<file path="config.mk">
export PLATFORM = sky130hd
export DESIGN_NAME = up_down_counter_param_flat
export DESIGN_NICKNAME = d
export VERILOG_FILES = /design/src/rtl/up_down_counter_param_if.sv /design/src/rtl/up_down_counter_param.sv /design/src/flat_wrapper.sv
export SDC_FILE = /design/constraint.sdc
export NUM_CORES = 1
export LEC_CHECK = 0
export ABC_AREA = 1
export BUFFER_PORTS_ARGS = -buffer_cell sky130_fd_sc_hd__buf_2
export CAP_MARGIN = 10
export CORE_ASPECT_RATIO = 0.7
export CORE_MARGIN = 2
export CORE_UTILIZATION = 45
export CTS_BUF_LIST = sky130_fd_sc_hd__clkbuf_4 sky130_fd_sc_hd__clkbuf_8
export DETAILED_ROUTE_END_ITERATION = 8
export PLACE_DENSITY = 0.76
export SETUP_SLACK_MARGIN = 0.2
export SLEW_MARGIN = 15
export SYNTH_ARGS = -nofsm -noshare
export SYNTH_HDL_FRONTEND = slang
export SYNTH_SLANG_ARGS = --single-unit
</file>
<file path="constraint.sdc">
create_clock -name clk -period 2 [get_ports clk]
set_clock_uncertainty 0.05 [all_clocks]
set_input_delay 0.4 -clock clk [delete_from_list [all_inputs] [get_ports clk]]
set_output_delay 0.4 -clock clk [all_outputs]
set_load 0.02 [all_outputs]
</file>
<file path="src/rtl/up_down_counter_param_if.sv">
// rtl/up_down_counter_param_if.sv - control and status bundle for up_down_counter_param
interface up_down_counter_param_if #(
  parameter int WIDTH = 8
);
  logic             en;
  logic             load;
  logic             updown;
  logic [WIDTH-1:0] data_in;
  logic             clr_flag;
  logic [WIDTH-1:0] count;
  logic             tc;
  logic             wrap;
  logic             ovf;

  modport master (
    output en, load, updown, data_in, clr_flag,
    input  count, tc, wrap, ovf
  );

  modport slave (
    input  en, load, updown, data_in, clr_flag,
    output count, tc, wrap, ovf
  );
endinterface

</file>
<file path="src/rtl/up_down_counter_param.sv">
// rtl/up_down_counter_param.sv - modulo up/down counter with load, wrap pulse and sticky ovf (UDC_SATURATE_EN selects saturate mode)
module up_down_counter_param #(
  parameter int WIDTH   = 8,
  parameter int MODULUS = 2 ** WIDTH
) (
  input  logic                   clk,
  input  logic                   rst,
  up_down_counter_param_if.slave bus
);

  localparam logic [WIDTH-1:0] MAX_VAL = WIDTH'(MODULUS - 1);

  logic [WIDTH-1:0] count_q;
  logic             wrap_q;
  logic             ovf_q;
  logic             at_top;
  logic             at_bot;
  logic             boundary_step;
  logic [WIDTH-1:0] load_val;

  // Boundary detection and load clamping shared by the register and tc logic
  always_comb begin
    at_top        = (count_q == MAX_VAL);
    at_bot        = (count_q == '0);
    boundary_step = !bus.load && bus.en && (bus.updown ? at_top : at_bot);
    load_val      = (bus.data_in > MAX_VAL) ? MAX_VAL : bus.data_in;
  end

  // Count, wrap pulse and sticky overflow; a boundary step beats clr_flag
  always_ff @(posedge clk or negedge rst) begin
    if (!rst) begin
      count_q <= '0;
      wrap_q  <= 1'b0;
      ovf_q   <= 1'b0;
    end else begin
      wrap_q <= boundary_step;
      if (boundary_step) begin
        ovf_q <= 1'b1;
      end else if (bus.clr_flag) begin
        ovf_q <= 1'b0;
      end
      if (bus.load) begin
        count_q <= load_val;
      end else if (bus.en) begin
        if (bus.updown) begin
          if (at_top) begin
`ifdef UDC_SATURATE_EN
            count_q <= MAX_VAL;
`else
            count_q <= '0;
`endif
          end else begin
            count_q <= count_q + WIDTH'(1);
          end
        end else begin
          if (at_bot) begin
`ifdef UDC_SATURATE_EN
            count_q <= '0;
`else
            count_q <= MAX_VAL;
`endif
          end else begin
            count_q <= count_q - WIDTH'(1);
          end
        end
      end
    end
  end

  assign bus.count = count_q;
  assign bus.tc    = bus.updown ? at_top : at_bot;
  assign bus.wrap  = wrap_q;
  assign bus.ovf   = ovf_q;

endmodule

</file>
<file path="src/flat_wrapper.sv">
// flat-port wrapper written by rule: the top's interface ports become plain ports
module up_down_counter_param_flat 
#(
  parameter int WIDTH   = 8,
  parameter int MODULUS = 2 ** WIDTH
)
  (clk, rst, bus_en, bus_load, bus_updown, bus_data_in, bus_clr_flag, bus_count, bus_tc, bus_wrap, bus_ovf);
  up_down_counter_param_if #(.WIDTH(WIDTH)) bus_i ();
  input  logic clk;
  input  logic rst;
  input wire logic [$bits(bus_i.en)-1:0] bus_en;
  input wire logic [$bits(bus_i.load)-1:0] bus_load;
  input wire logic [$bits(bus_i.updown)-1:0] bus_updown;
  input wire logic [$bits(bus_i.data_in)-1:0] bus_data_in;
  input wire logic [$bits(bus_i.clr_flag)-1:0] bus_clr_flag;
  output wire logic [$bits(bus_i.count)-1:0] bus_count;
  output wire logic [$bits(bus_i.tc)-1:0] bus_tc;
  output wire logic [$bits(bus_i.wrap)-1:0] bus_wrap;
  output wire logic [$bits(bus_i.ovf)-1:0] bus_ovf;
  assign bus_i.en = bus_en;
  assign bus_i.load = bus_load;
  assign bus_i.updown = bus_updown;
  assign bus_i.data_in = bus_data_in;
  assign bus_i.clr_flag = bus_clr_flag;
  assign bus_count = bus_i.count;
  assign bus_tc = bus_i.tc;
  assign bus_wrap = bus_i.wrap;
  assign bus_ovf = bus_i.ovf;
  up_down_counter_param #(.WIDTH(WIDTH), .MODULUS(MODULUS)) u_core (.clk(clk), .rst(rst), .bus(bus_i));
endmodule
</file>
# After elaboration in Yosys (flattened, before gate mapping)
# Index checks and enable logic that the tools add are counted.
# Widths: inputs -> output; s select.
word_totals:
  in_bits: 14
  output_inout_bits: 11
  mem_bits_rw: 0
  reg_bits: 10
  romBits: 0
  mem_count: 0
  latch_bits: 0
op_classes:
  add_sub_neg: 2
  muxes: 9
  n_eq_ne: 1
  shifts: 0
  n_div: 0
  reduce_logical: 6
  n_bitwise: 0
  n_lt_le_gt_ge: 1
  n_mul: 0
ops:
  columns: ["op", "count"]
  rows:
  - ["$mux 8", 6]
  - ["$add 8x1->8 const B", 1]
  - ["$eq 8x8->1 const B", 1]
  - ["$gt 8x8->1 const B", 1]
  - ["$logic_not 8->1", 1]
  - ["$sub 8x1->8 const B", 1]
  - ["$reduce_bool 2->1", 2]
  - ["$mux 1", 3]
  - ["$logic_and 1x1->1", 2]
  - ["$logic_not 1->1", 1]

# Longest topological paths before layout
# Gate-level depths: netlist of the first run.
depth:
  ltp_word: 5
  mapped_depth: 10
  depth_no_buf: 9

# Worst setup path after synthesis of the first run
# Ideal clock, no wire load.
synth_timing:
  kind: "register to output"
  start: "register u_core.count_q[1], in the netlist u_core.bus.count[1]"
  end: "output port bus_tc"
  path_slack_ns: 0.200
  arrival_ns: 1.350
  n_path_buf: 0
  required_ns: 1.550
  stages_incl_launch_ff: 6
  path_cell_list: "dfrtp_1 ha_1 nand2_2 nor2_2 nand2_1 o21ai_2"
synth_between:
  elab_chain_len: 2
synth_rtl:
  columns: ["element", "line_no", "rtl"]
  rows:
  - ["start: declaration", "up_down_counter_param.sv:13", "logic [WIDTH-1:0] count_q;"]
  - ["start signal: assignment", "up_down_counter_param.sv:43", "count_q <= load_val;"]
  - ["start signal: assignment", "up_down_counter_param.sv:53", "count_q <= count_q + WIDTH'(1);"]
  - ["start signal: assignment", "up_down_counter_param.sv:63", "count_q <= count_q - WIDTH'(1);"]
  - ["$eq 8x8->1 or $logic_not 8->1 (tied branches)", "up_down_counter_param.sv:23, up_down_counter_param.sv:24", null]
  - ["$mux 1 (*)", "up_down_counter_param.sv:71", "assign bus.tc = bus.updown ? at_top : at_bot;"]
  - ["end: declaration", "flat_wrapper.sv:17", "output wire logic [$bits(bus_i.tc)-1:0] bus_tc;"]
# Mark *: on every way between the ends. The rest lies on a longest branch, timed or not.

# Worst setup path in the final report of the first run
layout_timing:
  start: "register u_core.count_q[5], in the netlist u_core.bus.count[5]"
  end: "output port bus_tc"
# The elaborated chain is that of the path after synthesis.

==> out/results.tsv, run 1 <==
stage	metric	value	unit
run_status	status	finished, final reports clean	
cells_and_area	Layout Cells excl Fill	219	
sta	Slew headroom	79.9	%
clocking	H-tree depth	1	
global_route	number of global-route vias before repair	1031	
power_and_ir_drop	Leak	0.695	nW
clocking	clk buf depth	2	
route	DR WL met3	267	um
critical_path	crit path DAT	1410	ps
yosys	ys async rst share	100	%
clocking	Clk pin slew, worst setup/hold paths	70	ps
flow_run	Max-Cap Viols	0	
clocking	CTS tree	yes	
yosys	top cell type's share of synthesized area	24.7	%
route	drt wl/cell	13.3	um
placed_design	placed insts	200	
power_and_ir_drop	P per Cell Area	593	mW/mm2
yosys	EDFF count, synth	0	
yosys	largest area contributor in the synthesized netlist	dfrtp_1	
sta	Tightest Pin Transition	301	ps
yosys	Gate Count Post-Synth	148	
floorplan	# rows	14	
route	DRT Pass-1 Iters	4	
route	WL met1	1.21	mm
clocking	Num Clock Sinks	10	
power_and_ir_drop	Psw	0.338	mW
global_route	largest net degree at the start of global routing	12	
floorplan	Starting Density	47.5	%
sta	Fin Setup TNS	0	ps
cells_and_area	area delta synth->final	31.1	%
global_route	gr usage total	24.6	%
sta	fmax	538	MHz
critical_path	crit path launch type	flop	
clocking	worst skew pair latency	270	ps
route	final wirelength	2.90	mm
sta	final setup violation count	0	
sta	Final Cycle Share	92.9	%
global_route	initial antenna violation count	0	
placed_design	HPWL after DPL	2.08	mm
sta	Hold Violations, Final	0	
power_and_ir_drop	total internal power	0.451	mW
cells_and_area	fin util	62.2	%
global_route	grt total ovfl	0	
cells_and_area	nets@finish	206	
yosys	Yosys cell types	25	
yosys	syn_nets	165	
critical_path	critical path type	reg -> out	
power_and_ir_drop	Clock power frac	17.9	%
yosys	sequential area share after synthesis	24.7	%
clocking	clk root buf	clkbuf_4	
yosys	synthesized flop and latch total	10	
yosys	Avg Cell Area, Syn	6.86	um2
floorplan	core footprint	0.00214	mm2
floorplan	Die X	60.8	um
floorplan	die area	0.00266	mm2
sta	RSZ-0062 raised after global routing	yes	
sta	minimum clock period	1860	ps
sta	worst hold margin	268	ps
cells_and_area	Ant. Diodes	0	
cells_and_area	layout cells sized above 1	42.2	%
power_and_ir_drop	Sw Ratio	42.9	%
power_and_ir_drop	Combinational Power Share	47.1	%
yosys	Top FF cell, synth	dfrtp_1	
route	Initial DRC Count	94	
power_and_ir_drop	Pwr Total	0.789	mW
route	DRC	0	
floorplan	# IOs	25	
critical_path	critical path fanouts, max	9	
yosys	Yosys warning count	0	
placed_design	Port-buffer cells	24	
route	via count	1130	
yosys	synthesized area	0.00101	mm2
min_path	HP Class	in -> reg	
power_and_ir_drop	worst vdd ir	0.000322	V
power_and_ir_drop	sequential power share	35.0	%
route	ANT nets after route	0	
floorplan	Chip Height	43.7	um
route	met2 routed WL	1.40	mm
critical_path	Required @ worst endpoint	1550	ps
route	average via count per standard cell	5.16	
route	DR top layer	met4	
global_route	first-pass GRT wire length	4.77	mm
sta	max-slew violation count	0	
clocking	cts bufs inserted	3	
yosys	Area contributors post-synth	dfrtp_1 (25%), nand2_1 (16%), nand3_1 (6.9%), inv_1 (5.2%), buf_6 (4.4%)	
placed_design	gpl congestion	0.913	
critical_path	Crit. End Element	primary output	
## power by group through the flow
stage	sequential [mW]	clock (mW)	combinational, mW
floorplan	0.272	0	0.236
global placement	0.273	0	0.304
detailed placement	0.275	0	0.310
CTS	0.277	0.144	0.346
global route	0.279	0.155	0.413
finish	0.276	0.141	0.372
## stage by stage
step	instance area [um2]	setup WS [ps]
2_1_floorplan	1010	200
3_3_place_gp	1130	205
3_5_place_dp	1130	140
4_1_cts	1270	129
5_1_grt	1330	87.1
6_report	1330	142
## cell usage after synthesis (2+ instances only)
master   number
nand2_2       6
nor2_4        4
nor2_1        9
ha_1          3
a22oi_1       5
o21ai_1       7
nor2_2        5
nand3_1      14
xor2_1        2
o21ai_0       2
nand4_1       4
buf_6         4
dfrtp_1      10
nand2_1      42
xnor2_1       2
o21ai_2       2
inv_1        14
buf_4         3
inv_2         4
## sequential cells by signal, summed over array words and instances, names as in the netlist
signal	cells
u_core.bus.count	8
u_core.bus.ovf	1
u_core.bus.wrap	1
## final cells by class
cell class                 count  area, um2
fill                         192        807
multi-input combinational    112        661
timing repair buffer          43        272
sequential                    10        259
inverter                      19       76.3
tap                           32       40.0
clock buffer                   3       22.5
## routing by layer
layer	GRT usage, %	vias to the layer above
met1	33.4	512
met5	0	-
li1	-	550
met3	5.67	4
met4	5.65	0
met2	39.8	64
## cells in the final DEF, fill, tap and decap left out, drive strengths merged, types with 2 or more instances in the layout
master and instances:
o21ai 11, nand3 14, a22oi 5, nor2 19, xor2 2, xnor2 2
ha 3, clkbuf 3, nand4 4, inv 19, buf 42, dfrtp 10
nand2 48
## worst max-delay path, cell delays in order (launching register included)
cell	delay [ps]
dfrtp_2	470
nand2_1	100
nor2_1	170
nand2_2	100
o21ai_2	160
buf_6	140
## kinds of logic after synthesis
family          Yosys count  synth area share, %
xor+xnor                  4                 3.45
simple gates             86                 42.2
fa+ha+maj                 3                 3.70
buf+inv                  26                 13.9
flops                    10                 24.7
compound gates           19                 12.1
## path summary, 6_finish.rpt
kind / slack, ps / cells after the start / start / endpoint
hold reg to reg: 500 / 2 / u_core.bus.ovf$_DFFE_PN0P_ / u_core.bus.ovf$_DFFE_PN0P_
min in group asynchronous: 470 / 2 / rst / u_core.bus.count[7]$_DFFE_PN0P_
hold / removal: 270 / 2 / bus_clr_flag / u_core.bus.ovf$_DFFE_PN0P_
max in group asynchronous: 1210 / 2 / rst / u_core.bus.count[1]$_DFFE_PN0P_
setup reg to reg: 260 / 11 / u_core.bus.count[0]$_DFFE_PN0P_ / u_core.bus.count[6]$_DFFE_PN0P_
setup / recovery: 140 / 5 / u_core.bus.count[5]$_DFFE_PN0P_ / bus_tc
## repair_timing
item | in CTS | in global routing
endpoints found under the setup margin | 1 | 1
setup buffers | 9 | 6
hold buffers | 1 | 0
pin swaps | 4 | 3
resized for setup | 16 | 2
hold endpoints to repair | 10 | 0
Note: power is estimated with default switching activity, not from simulation.
==> run 2: changes to the inputs <==
- ABC_AREA: 1 -> not set
- GPL_TIMING_DRIVEN: not set -> 0
- PLACE_DENSITY: 0.76 -> 0.77
==> out/results.tsv, run 2 <==
stage	metric	value	unit
clocking	clk buf depth	2	
floorplan	die area	0.00236	mm2
sta	Tightest Pin Transition	584	ps
clocking	Num Clock Sinks	10	
yosys	top cell type's share of synthesized area	28.1	%
route	DRT Pass-1 Iters	4	
clocking	CTS tree	yes	
yosys	synthesized flop and latch total	10	
floorplan	# IOs	25	
floorplan	Die X	57.2	um
global_route	initial antenna violation count	0	
sta	Hold Violations, Final	0	
sta	worst setup slack after layout	-81.4	ps
flow_run	Max-Cap Viols	0	
cells_and_area	commonest non-fill, non-tap cells in the layout	buf_2 (21), buf_4 (12), nand3_1 (9)	
sta	minimum clock period	2080	ps
placed_design	HPWL after DPL	1.73	mm
cells_and_area	area delta synth->final	44.2	%
floorplan	Starting Density	47.7	%
sta	fmax	480	MHz
critical_path	R2R cell count	9	
global_route	first-pass GRT wire length	4.11	mm
power_and_ir_drop	P per Cell Area	598	mW/mm2
sta	Fin Setup TNS	-81.4	ps
clocking	cts bufs inserted	3	
global_route	grt total ovfl	0	
global_route	number of global-route vias before repair	873	
placed_design	Port-buffer cells	22	
clocking	Clk pin slew, worst setup/hold paths	70	ps
yosys	Top FF cell, synth	dfrtp_1	
critical_path	crit path DAT	1630	ps
min_path	HP Class	in -> reg	
route	final wirelength	2.78	mm
cells_and_area	layout cells sized above 1	40.5	%
yosys	Gate Count Post-Synth	113	
power_and_ir_drop	Leak	0.566	nW
yosys	largest area contributor in the synthesized netlist	dfrtp_1	
run_status	failing checks	negative setup slack	
critical_path	critical path type	reg -> out	
global_route	gr usage total	24.9	%
sta	Final Cycle Share	104	%
clocking	worst skew pair latency	270	ps
critical_path	Required @ worst endpoint	1550	ps
yosys	Synth top cells by count	dfrtp_1 (10), inv_1 (10), nand3_1 (9), a21oi_1 (8)	
clocking	clk root buf	clkbuf_4	
sta	max-slew violation count	0	
route	average via count per standard cell	6.18	
route	Initial DRC Count	67	
critical_path	Crit. End Element	primary output	
cells_and_area	nets@finish	171	
clocking	H-tree depth	1	
sta	Slew headroom	61.1	%
yosys	syn_nets	130	
placed_design	worst slack, placed	5.20	ps
cells_and_area	multi-input logic area	621	um2
yosys	Yosys warning count	0	
sta	RSZ-0062 raised after global routing	yes	
min_path	WHS Path Cells	2	
critical_path	critical path fanouts, max	3	
floorplan	core footprint	0.00187	mm2
route	drt wl/cell	15.9	um
cells_and_area	max FFs per register	8	
yosys	EDFF count, synth	0	
yosys	Yosys cell types	41	
critical_path	crit path launch type	flop	
yosys	sequential area share after synthesis	28.1	%
global_route	largest net degree at the start of global routing	11	
cells_and_area	Ant. Diodes	0	
sta	final setup violation count	1	
cells_and_area	Storage cell area	253	um2
route	via count	1082	
yosys	Area contributors post-synth	dfrtp_1 (28%), nand3_1 (5.0%), a21oi_1 (4.5%), ha_1 (4.2%), inv_1 (4.2%)	
floorplan	# rows	13	
power_and_ir_drop	worst vdd ir	0.000371	V
run_status	status	finished with violations	
yosys	Avg Cell Area, Syn	7.89	um2
route	DRC	0	
yosys	synthesized area	892	um2
cells_and_area	most common cell after layout, fill and taps aside	buf_2	
placed_design	gpl congestion	0.895	
floorplan	Chip Height	41.3	um
yosys	ys async rst share	100	%
cells_and_area	fill count	152	
route	ANT nets after route	0	
## run 2: critical path, stage by stage (launching register included)
cell and delay, ps:
dfrtp_2 430, buf_8 130, inv_6 50, ha_4 120, nor3b_4 180, and3_4 230
a31oi_4 40, inv_2 70, buf_6 110
## run 2: area by class of cell
| cell class | count | area share [%] |
|---|---|---|
| clock buffers | 4 | 2.33 |
| multi-input cells | 83 | 48.2 |
| repair buffers | 36 | 18.0 |
| plain buffers | 9 | 5.84 |
| well taps | 22 | 2.14 |
| inverters | 11 | 3.79 |
| flip-flops and latches | 10 | 19.6 |
## run 2: report_power, final
part | internal [mW] | leakage [nW] | switching, mW | total, mW
Clock | 0.0909 | 0.0184 | 0.0792 | 0.170
Combinational | 0.157 | 0.428 | 0.191 | 0.348
Sequential | 0.222 | 0.120 | 0.0284 | 0.251
## run 2: path summary, 6_finish.rpt
| check | start | end | slack [ps] |
|---|---|---|---|
| setup / recovery | u_core.bus.count[1]$_DFFE_PN0P_ | bus_tc | -80 |
| setup reg to reg | u_core.bus.count[1]$_DFFE_PN0P_ | u_core.bus.count[6]$_DFFE_PN0P_ | 80 |
| max in group asynchronous | rst | u_core.bus.count[0]$_DFFE_PN0P_ | 1210 |
| min in group asynchronous | rst | u_core.bus.ovf$_DFFE_PN0P_ | 470 |
| hold reg to reg | u_core.bus.ovf$_DFFE_PN0P_ | u_core.bus.ovf$_DFFE_PN0P_ | 480 |
| hold / removal | bus_clr_flag | u_core.bus.ovf$_DFFE_PN0P_ | 270 |
## run 2: cells by family after synthesis
kind of cell | share of synthesized area (%)
multiplexers | 2.38
AO/OA/AOI/OAI | 31.0
flip-flops | 28.1
AND/OR/NAND/NOR | 22.6
adder cells (fa/ha/maj) | 4.21
XOR/XNOR | 1.96
buffers and inverters | 9.82
## run 2: routing by layer
| metal | routed length (um) | up-vias | part of all wire, % | global-route usage [%] |
|---|---|---|---|---|
| li1 | - | 507 | - | - |
| met1 | 1190 | 504 | 43 | 31.7 |
| met2 | 1260 | 61 | 45 | 37.9 |
| met3 | 263 | 10 | 9.5 | 8.52 |
| met4 | 65 | 0 | 2.3 | 13.4 |
| met5 | 0 | - | 0 | 0 |
## run 2: repair_timing
item                                    4_1_cts  5_1_grt
resized for setup                             3       15
buffers inserted                              8        5
pin swaps                                     3       12
hold buffers                                  1        0
endpoints found under the setup margin        2        6
hold endpoints to repair                     10        0
## run 2: per-stage QoR
step           area [um2]  total power, mW  utilization, %  instances  hold WS (ps)
2_1_floorplan         958            0.458               -        113          54.4
3_3_place_gp         1100            0.526            58.6        157           234
6_report             1290            0.769            68.8        175           266
3_5_place_dp         1100            0.534            58.6        157           237
4_1_cts              1210            0.732            64.6        170           251
5_1_grt              1290            0.823            68.8        175           249
==> run 3: changes to the inputs <==
- CAP_MARGIN: 10 -> 20
- GPL_TIMING_DRIVEN: 0 -> not set
- clock period: 2 -> 2.1 ns (I/O delays scaled with it)
==> out/results.tsv, run 3 (synthesis gave the netlist of run 2 again) <==
stage	metric	value	unit
min_path	WHS Path Cells	2	
sta	max-slew violation count	0	
global_route	first-pass GRT wire length	4.09	mm
route	via count	1024	
clocking	worst skew pair latency	280	ps
route	final wirelength	2.61	mm
critical_path	Reg-to-Reg End	u_core.bus.count[4]$_DFFE_PN0P_	
floorplan	# IOs	25	
placed_design	Area after DPL	0.00107	mm2
critical_path	reg2reg start	u_core.bus.count[0]$_DFFE_PN0P_	
flow_run	Max-Cap Viols	0	
global_route	largest net degree at the start of global routing	19	
min_path	HP Start	bus_clr_flag	
placed_design	Port-buffer cells	24	
min_path	HP Class	in -> reg	
critical_path	Crit. End Element	primary output	
power_and_ir_drop	Clock power frac	24.4	%
power_and_ir_drop	Combinational Power Share	37.7	%
critical_path	critical path type	reg -> out	
route	DRC	0	
critical_path	crit path DAT	1560	ps
power_and_ir_drop	P per Cell Area	576	mW/mm2
clocking	H-tree depth	1	
critical_path	CP max-delay cell	dfrtp_2	
sta	Tightest Pin Transition	311	ps
critical_path	crit path buf inv count	3	
floorplan	Chip Height	41.3	um
placed_design	HPWL after DPL	1.74	mm
cells_and_area	fin area	0.00119	mm2
power_and_ir_drop	total internal power	0.412	mW
min_path	Hold Crit Endpoint	u_core.bus.ovf$_DFFE_PN0P_	
clocking	Clk pin slew, worst setup/hold paths	70	ps
cells_and_area	layout cells sized above 1	37.4	%
placed_design	gpl congestion	0.864	
placed_design	placed insts	155	
floorplan	# rows	13	
power_and_ir_drop	Sw Ratio	40.0	%
floorplan	die area	0.00236	mm2
cells_and_area	nets@finish	165	
sta	Final Cycle Share	96.8	%
route	ANT nets after route	0	
sta	Slew headroom	79.3	%
cells_and_area	area delta synth->final	33.7	%
critical_path	crit path launch type	flop	
critical_path	critical path fanouts, max	4	
sta	RSZ-0062 raised after global routing	yes	
sta	fmax	492	MHz
global_route	grt total ovfl	0	
power_and_ir_drop	sequential power share	37.9	%
sta	Hold Violations, Final	0	
global_route	gr usage total	23.9	%
floorplan	Starting Density	47.7	%
floorplan	Die X	57.2	um
power_and_ir_drop	Leak	0.532	nW
clocking	clk root buf	clkbuf_4	
critical_path	Cell Chain, Critical Path	inv_4, ha_4, nor3b_4, and3_4, a31oi_4, inv_2, buf_6	
route	DRT Pass-1 Iters	4	
sta	final setup violation count	0	
power_and_ir_drop	worst vdd ir	0.000355	V
clocking	Num Clock Sinks	10	
power_and_ir_drop	Psw	0.274	mW
route	drt wl/cell	15.4	um
critical_path	Crit path largest cell delay	450	ps
clocking	CTS tree	yes	
cells_and_area	max FFs per register	8	
critical_path	R2R cell count	8	
cells_and_area	most common cell after layout, fill and taps aside	buf_2	
route	Initial DRC Count	32	
run_status	status	finished, final reports clean	
clocking	clk buf depth	2	
critical_path	Worst R2R Setup Slack	240	ps
floorplan	core footprint	0.00187	mm2
critical_path	crit-path leading delay family	flip-flops	
route	average via count per standard cell	6.06	
clocking	cts bufs inserted	3	
cells_and_area	commonest non-fill, non-tap cells in the layout	buf_2 (23), buf_4 (14), nand3_1 (9)	
sta	Fin Setup TNS	0	ps
global_route	number of global-route vias before repair	854	
sta	minimum clock period	2030	ps
cells_and_area	Layout Cells excl Fill	169	
cells_and_area	Ant. Diodes	0	
global_route	initial antenna violation count	0	
critical_path	Required @ worst endpoint	1630	ps
[run 3: worst max-delay path by stage]
stage	from	cells after the start	to	slack [ps]
2_1_floorplan	u_core.bus.count[0]$_DFFE_PN0P_	7	bus_tc	210
3_5_place_dp	u_core.bus.count[0]$_DFFE_PN0P_	7	bus_tc	150
6_report	u_core.bus.count[0]$_DFFE_PN0P_	7	bus_tc	70
3_3_place_gp	u_core.bus.count[0]$_DFFE_PN0P_	7	bus_tc	200
4_1_cts	u_core.bus.count[0]$_DFFE_PN0P_	7	bus_tc	80
5_1_grt	u_core.bus.count[0]$_DFFE_PN0P_	7	bus_tc	9
[run 3: layer usage]
metal  GRT usage, %  share of wire [%]  vias to the layer above
met4           5.81               0.81                        0
met3           6.62                5.3                        6
met5              0                  0                        -
met1           30.9                 47                      492
li1               -                  -                      490
met2           40.5                 47                       36
[run 3: worst register-to-register path, stage by stage, from the launching register on]
cell and delay [ps]:
dfrtp_2 420, inv_4 50, ha_4 150, nor3b_4 150, buf_4 140, buf_4 140
a221o_1 310, a221oi_1 260, a21oi_1 70
[run 3: metrics by stage]
step / power (mW) / setup slack, ps / hold WS (ps) / utilization (%)
4_1_cts: 0.678 / 82.5 / 280 / 62.9
3_3_place_gp: 0.484 / 195 / 255 / 57.0
3_5_place_dp: 0.492 / 148 / 258 / 57.0
6_report: 0.687 / 67.4 / 287 / 63.7
5_1_grt: 0.731 / 9.35 / 272 / 63.7
2_1_floorplan: 0.433 / 206 / 74.4 / -
[run 3: power by group through the flow]
stage / logic, mW / registers [mW] / clock network [mW]
6_report: 0.259 / 0.260 / 0.168
5_1_grt: 0.283 / 0.264 / 0.184
4_1_cts: 0.250 / 0.258 / 0.170
3_5_place_dp: 0.223 / 0.268 / 0
3_3_place_gp: 0.220 / 0.264 / 0
2_1_floorplan: 0.171 / 0.262 / 0
[run 3: layout make-up]
| type | instances | area (um2) |
|---|---|---|
| Clock buffer | 4 | 30.0 |
| Fill cell | 159 | 678 |
| Inverter | 11 | 43.8 |
| Multi-Input combinational cell | 83 | 593 |
| Sequential cell | 10 | 256 |
| Tap cell | 22 | 27.5 |
| Timing Repair Buffer | 39 | 241 |
[run 3: timing repair]
action	4_1_cts	5_1_grt
endpoints found under the setup margin	1	1
hold buffers	1	0
gates resized for setup	5	1
cloned	0	0
setup buffers	7	2
pin swaps	2	2
endpoints found under the hold margin	10	0
